## config.mk

```make
export PLATFORM = sky130hd
export DESIGN_NAME = pc_fetch
export DESIGN_NICKNAME = d
export VERILOG_FILES = /design/src/rtl/mips_pkg.sv /design/src/rtl/pc_next_calc.sv /design/src/rtl/pc_fetch.sv
export SDC_FILE = /design/constraint.sdc
export NUM_CORES = 1
export LEC_CHECK = 0
export BUFFER_PORTS_ARGS = -buffer_cell sky130_fd_sc_hd__buf_2
export CORE_AREA = 4 4 110 112
export CTS_BUF_LIST = sky130_fd_sc_hd__clkbuf_16
export DETAILED_ROUTE_END_ITERATION = 8
export DIE_AREA = 0 0 114 116
export GPL_ROUTABILITY_DRIVEN = 0
export PLACE_DENSITY = 0.85
export REMOVE_ABC_BUFFERS = 1
export SYNTH_ARGS = -nofsm -noshare
export SYNTH_HDL_FRONTEND = slang
export SYNTH_SLANG_ARGS = --single-unit
```

## constraint.sdc

```tcl
create_clock -name clk -period 4.65 [get_ports clk]
set_input_delay 0.465 -clock clk [delete_from_list [all_inputs] [get_ports clk]]
set_output_delay 0.465 -clock clk [all_outputs]
set_load 0.01 [all_outputs]
```

## src/rtl/mips_pkg.sv

```systemverilog
// Shared definitions for the instruction-fetch front end: datapath width,
// instruction-memory geometry and the fetch FSM state encoding.
package mips_pkg;

    localparam int unsigned XLEN        = 32;
    localparam int unsigned IMEM_DEPTH  = 256;
    localparam int unsigned INSTR_BYTES = 4;

    typedef enum logic [1:0] {
        IDLE = 2'd0,
        RUN  = 2'd1,
        HALT = 2'd2
    } fetch_state_e;

endpackage

```

## src/rtl/pc_next_calc.sv

```systemverilog
// Combinational next-PC selection: sequential step, PC-relative branch target
// and region-preserving jump target.
module pc_next_calc
    import mips_pkg::*;
#(
    parameter int WIDTH = XLEN
) (
    input  logic [WIDTH-1:0] pc,
    input  logic [WIDTH-1:0] pc_out,
    input  logic             jump_sel,
    input  logic             branch_sel,
    input  logic [15:0]      branch_imm,
    input  logic [25:0]      jump_index,
    output logic [WIDTH-1:0] next_pc
);

    localparam logic [WIDTH-1:0] STEP = WIDTH'(INSTR_BYTES);

    logic [WIDTH-1:0] pc_plus4_s;
    logic [WIDTH-1:0] link_s;
    logic [WIDTH-1:0] offset_s;
    logic [WIDTH-1:0] branch_target_s;
    logic [WIDTH-1:0] jump_target_s;

    // Targets are relative to the word after the one being redirected in decode.
    assign pc_plus4_s      = pc + STEP;
    assign link_s          = pc_out + STEP;
    assign offset_s        = {{(WIDTH-18){branch_imm[15]}}, branch_imm, 2'b00};
    assign branch_target_s = link_s + offset_s;
    assign jump_target_s   = {link_s[WIDTH-1:28], jump_index, 2'b00};

    // Jump has priority over a simultaneously taken branch.
    always_comb begin
        next_pc = pc_plus4_s;
        if (jump_sel) begin
            next_pc = jump_target_s;
        end else if (branch_sel) begin
            next_pc = branch_target_s;
        end else begin
            next_pc = pc_plus4_s;
        end
    end

endmodule

```

## src/rtl/pc_fetch.sv

```systemverilog
// Instruction fetch stage: PC register, fetch FSM and a one-entry output
// register handed to decode over a valid/ready handshake.
module pc_fetch
    import mips_pkg::*;
#(
    parameter int               WIDTH    = XLEN,
    parameter int               DEPTH    = IMEM_DEPTH,
    parameter logic [WIDTH-1:0] RESET_PC = 32'h0000_0000
) (
    input  logic             clk,
    input  logic             rst_n,
    input  logic             fetch_en,
    output logic [WIDTH-1:0] pc_A,
    input  logic [WIDTH-1:0] instr_in,
    output logic [WIDTH-1:0] instr_out,
    output logic [WIDTH-1:0] pc_out,
    output logic             out_valid,
    input  logic             out_ready,
    input  logic             branch_taken,
    input  logic [15:0]      branch_imm,
    input  logic             jump_en,
    input  logic [25:0]      jump_index,
    output logic             addr_err
);

    localparam logic [WIDTH:0] PC_LIMIT = (WIDTH+1)'(DEPTH * INSTR_BYTES);

    fetch_state_e     state_r;
    fetch_state_e     state_next_s;
    logic [WIDTH-1:0] pc_r;
    logic [WIDTH-1:0] instr_r;
    logic [WIDTH-1:0] pc_out_r;
    logic             valid_r;
    logic             addr_err_r;
    logic [WIDTH-1:0] next_pc_s;
    logic             in_range_s;
    logic             fire_s;
    logic             redirect_s;
    logic             load_s;

    assign in_range_s = ({1'b0, pc_r} < PC_LIMIT);
    assign fire_s     = valid_r & out_ready;
    assign redirect_s = fire_s & (jump_en | branch_taken);
    assign load_s     = (state_r == RUN) & (~valid_r | out_ready) & ~redirect_s & in_range_s;

    pc_next_calc #(
        .WIDTH (WIDTH)
    ) u_next (
        .pc         (pc_r),
        .pc_out     (pc_out_r),
        .jump_sel   (fire_s & jump_en),
        .branch_sel (fire_s & branch_taken),
        .branch_imm (branch_imm),
        .jump_index (jump_index),
        .next_pc    (next_pc_s)
    );

    // Fetch FSM next-state; leaving the memory range while running is terminal.
    always_comb begin
        state_next_s = state_r;
        case (state_r)
            IDLE: begin
                if (fetch_en) begin
                    state_next_s = RUN;
                end else begin
                    state_next_s = IDLE;
                end
            end
            RUN: begin
                if (!in_range_s) begin
                    state_next_s = HALT;
                end else if (!fetch_en) begin
                    state_next_s = IDLE;
                end else begin
                    state_next_s = RUN;
                end
            end
            HALT:    state_next_s = HALT;
            default: state_next_s = IDLE;
        endcase
    end

    // State, PC and output register; a redirect drops the fall-through word.
    always_ff @(posedge clk) begin
        if (!rst_n) begin
            state_r    <= IDLE;
            pc_r       <= RESET_PC;
            instr_r    <= '0;
            pc_out_r   <= '0;
            valid_r    <= 1'b0;
            addr_err_r <= 1'b0;
        end else begin
            state_r <= state_next_s;
            if (load_s) begin
                instr_r  <= instr_in;
                pc_out_r <= pc_r;
                valid_r  <= 1'b1;
                pc_r     <= next_pc_s;
            end else if (redirect_s) begin
                valid_r  <= 1'b0;
                pc_r     <= next_pc_s;
            end else if (fire_s) begin
                valid_r  <= 1'b0;
            end
            if ((state_r == RUN) && (state_next_s == HALT)) begin
                addr_err_r <= 1'b1;
            end
        end
    end

    assign pc_A      = pc_r;
    assign instr_out = instr_r;
    assign pc_out    = pc_out_r;
    assign out_valid = valid_r;
    assign addr_err  = addr_err_r;

endmodule

```

* Yosys cells after proc, flatten, opt, wreduce, memory -nomap -nowiden
Cells that the tools add are included.
Word-level totals: bits in latches 0, ROM bits 0, bits of input ports 80, memories 0, memory bits (writable) 0, output and inout bits 98, register bits 100
Operators by class: eq/ne operators 3, reduce and logical (&&, ||, !) cells 4, bitwise operators 11, add/sub/neg operators 3, multipliers 0, shifts and indexed selects 0, mux-type cells 10, $lt $le $gt $ge 1, div/mod/pow operators 0
Operators with widths (count):
- two-way mux 32 bit | 4
- adder 32 x 3 -> 32 bit (second input constant) | 2
- adder 32 bit | 1
- less-than comparator 32 x 11 -> 1 bit (second input constant) | 1
- AND 1 bit | 7
- one-hot mux 2 bit (3 select lines) | 1
- equality test 2 bit (second input constant) | 2
- two-way mux 1 bit | 4
- nonzero test 3 bit | 1
- equality test 2 x 1 -> 1 bit (second input constant) | 1
- zero test 2 bit | 1
- two-way mux 2 bit | 1
- NOT 1 bit | 2
- bitwise OR 1 bit | 2
- nonzero test 2 bit | 1
- logical AND 1 bit | 1

* Logic depth before layout (Yosys ltp)
depth in word-level cells 6, mapped depth 17

* By module
Synthesis repeated with hierarchy kept, for this count alone.
Second synthesis, totals: cell total of the unflattened synthesis 892, area total of the unflattened synthesis 6925.4 um^2
By module, submodules not included:
- pc_fetch | area an instance 3684.8 um^2, times used 1, cells an instance 398
- pc_next_calc | area an instance 3240.6 um^2, times used 1, cells an instance 494

* Worst setup path after synthesis
OpenSTA, ideal clock, no wires.
path kind flip-flop to flip-flop, from register pc_out_r[4], in the netlist pc_out[4], to register pc_r[28], in the netlist pc_A[28], library setup time 0.073 ns, data arrival time 3.138 ns, stages on the path, launching flop included 16, slack 1.438 ns, cell sequence dfxtp_1 and4_1 buf_4 and3_1 buf_6 nand4_1 xnor2_1 ha_1 nand2_2 o21a_1 or2_1 a31oi_2 a221oi_2 o21a_1 a2111o_1 o211ai_2
Between the ends: longest elaborated chain between the ends 6
RTL lines:
- from (decl) | RTL line pc_fetch.sv:32 | logic [WIDTH-1:0] pc_out_r;
- from (signal assigned) | RTL line pc_fetch.sv:96 | pc_out_r <= pc_r;
- adder 32 x 3 -> 32 bit * | RTL line pc_next_calc.sv:27 | assign link_s = pc_out + STEP;
- adder 32 bit | RTL line pc_next_calc.sv:29 | assign branch_target_s = link_s + offset_s;
- two-way mux 32 bit | RTL line pc_next_calc.sv:37 | end else if (branch_sel) begin
- two-way mux 32 bit * | RTL line pc_next_calc.sv:35 | if (jump_sel) begin
- two-way mux 32 bit | RTL line pc_fetch.sv:99 | end else if (redirect_s) begin
- two-way mux 32 bit * | RTL line pc_fetch.sv:94 | if (load_s) begin
- to (signal assigned) | RTL line pc_fetch.sv:98 | pc_r <= next_pc_s;
- to (signal assigned) | RTL line pc_fetch.sv:101 | pc_r <= next_pc_s;
- to (decl) | RTL line pc_fetch.sv:30 | logic [WIDTH-1:0] pc_r;
Mark *: on every way between the ends. The rest lies on a longest branch, timed or not. The select of a mux whose other input is x is not followed. A chain may end at the register's enable or synchronous reset.

* Final worst setup path
from register pc_out_r[4], in the netlist pc_out[4], to register pc_r[31], in the netlist pc_A[31]
The elaborated chain is that of the path after synthesis.

==> impl_results.md <==
- Inst Count DP: between 1k and 1.5k
- Largest family of logic cells by synthesized area: simple AND/OR/NAND/NOR gates
- Critical Path AT: 3.85 ns
- Slew headroom: roughly 25%
- Setup TNS: 0 ns
- Final worst slack: approximately 1.1 ns
- Leading area contributor after synthesis: dfxtp_1
- Dpl ws: about 1.1 ns
- Startpoint Class: register
- DRT iter0 DRCs: 540
- Max-Cap Viols: 0
- Multiplexer area fraction after synthesis: 0.161%
- Wire length per cell: approximately 16 µm
- CTS tree: built
- Final #Nets: about 1.1k
- RSZ-0062 raised after global routing: no
- Critical path peak fanout: 7
- Final period util: between 70% and 80%
- Fin cells: 1091
- CP Class: register to register
- Synth top area share: between 30% and 40%
- FFs w/ async S/R, synth: 0%
- Worst-Skew Late Latency: 0.35 ns
- GRT overflow: 0
- Most area-consuming cells after synthesis: dfxtp_1 32%, nand2_1 8.8%, a21oi_1 8.0%
- Worst VDD drop: 0.000403 V
- Post-DRT Antenna Nets: 0
- Clock buffer depth: 2
- Fmax achieved: about 280 MHz
- HP Class: primary input to register
- Num CTS Buffers: 9
- Starting Density: a little under three fifths
- Drt pass-1 iters: 5
- Final count of pins violating max slew: 0
- Final Hold Fails: 0
- # IOs: around 180
- Via density: 5.77
- Area of the multi-input gates: 4020 µm²
- Worst-path clk slew: roughly 0.07 ns
- Final instance area: between 7000 and 8000 µm²
- Crit. End Element: register
- Area grow syn2layout: 19.9%
- Hpwl dp: between 10000 and 15000 µm
- DP Area: slightly above 7000 µm²
- Fillers: between 900 and 1k
- Via count: about 6.3k
- PortBufs: roughly 180
- Register area: 2000 µm²
- Final setup fails: 0
- Gr usage total: roughly a quarter
- Clk_skew: roughly 0.0067 ns
- CTS Hold Bufs: 0
- Critical Path RT: about 5 ns
- Power per cell area: around 410 nW/µm²
- Core Rows: 39
- Post-cts resize count: 0
- Hold Slack: approximately 0.35 ns
- Die height: ~120 µm
- DRC: 0
- Syn. warnings: 0
- Outcome: complete, no violations
- H-tree levels: 3
- Setup Buffers After CTS: 0
- Post-synth top cells: 146 x nand2_1, 100 x a21oi_1, 100 x dfxtp_1, 46 x nor2_1, 45 x xnor2_1
- First-pass GRT wire length: about 29000 µm
- Synth unique cells: 67
- Seq/Total Area, Yosys: about 32%
- Clock Sinks: 100
- Area fraction in compound gates after synthesis: 21.2%
- Post-Synth XOR/XNOR Area: 9.40%
- Total power draw: a little over 3 mW
- Post-Syn Area: between 6000 and 7000 µm²
- Top_reg_cell synth: dfxtp_1
- Top-count cell post-synth: nand2_1
- Die Area: around 13000 µm²
- Initial antenna violation count: 0
- Largest net degree at the start of global routing: 65
- FF+latch count, synth: 100
- Routed WL: about 18000 µm
- Final Util: around two thirds
- Adder-Cell Fraction of Synth Area: roughly 7.5%
- Slew @ Worst Pin: approximately 1.1 ns
- Post-Synth Simple-Gate Area: 26.2%
- Layout cell share with drive strength beyond 1: 23.6%
- Root Buffer: clkbuf_16
- Mapped Cells: 790
- Die X: 114 µm
- Leak: between 3 and 4 nW
- Vias in the first global route: ~5.9k
- Crit path time final: between 3 and 4 ns
- Post-synth EDFFs: 0
- Avg Cell Area, Syn: 7.89 µm²
- Core area: around 11000 µm²
- Ant diodes: 0
==> state kept, by name, indices dropped and copies added (netlist names) <==
register / count
state_r: 2
pc_A: 32
instr_out: 32
addr_err: 1
pc_out: 32
out_valid: 1
==> worst paths after layout <==
kind	cells past startpoint	start	end	slack [ns]
setup / recovery	13	pc_out[4]	pc_A[31]	1.06
hold / removal	3	fetch_en	state_r[0]	0.35
setup reg to reg	13	pc_out[4]	pc_A[31]	1.06
hold reg to reg	1	state_r[1]	state_r[0]	0.44
==> routing by layer <==
layer	wire [µm]	vias up	share of wire (%)	global-route usage, %
met5	0	-	0	0
met4	458	0	2.6	10.4
met3	1440	41	8.2	4.75
met2	8140	284	46	43.1
met1	7500	2834	43	34.7
li1	-	3135	-	-
==> final cells by class <==
cell class | instances | share of cell area, %
clock buffers | 9 | 3.01
clock inverters | 7 | 1.19
inverters | 9 | 0.452
multi-input cells | 641 | 53.8
flip-flops and latches | 100 | 26.8
well taps | 143 | 2.39
repair buffers | 182 | 12.4
==> critical path, cell delays in order, from the launching register on <==
cell and delay, ns:
dfxtp_1 0.44, and4_1 0.34, and3_1 0.38, nand4_1 0.16, xnor2_1 0.15, ha_1 0.36
and3_1 0.23, a221oi_1 0.33, and3_1 0.27, a31oi_2 0.14, o221ai_2 0.23, nand2_1 0.10
xnor2_1 0.13, a311oi_1 0.25
==> placed cells by master (no fill, tap or decap), types with 9 or more instances in the layout <==
master	netlist	routed
o21ai_0	19	19
dfxtp_1	100	100
clkbuf_16	0	9
xnor2_1	45	45
and3_1	34	34
xor2_1	20	20
ha_1	36	36
nand4_1	15	15
o211ai_1	14	14
nor2_1	46	46
a21oi_1	100	100
nor3_1	11	11
a21o_1	15	15
nand2_1	146	146
buf_2	9	177
nand3_1	28	28
==> report_power, final <==
part           switching, mW  total, mW  internal, mW
registers              0.152       1.16          1.01
clock network          0.327      0.796         0.469
logic                  0.704       1.13         0.421
==> logic make-up (layout without fill, tap and decap cells) <==
logic type	count (synthesis)	after routing
and+or+nand+nor	327	327
DFF	100	100
AOI/OAI and AO/OA	210	210
muxes	1	1
adders and majority gates	37	37
buffers and inverters	49	207
xor gates and xnor gates	66	66
(Power assumes the default switching activity.)
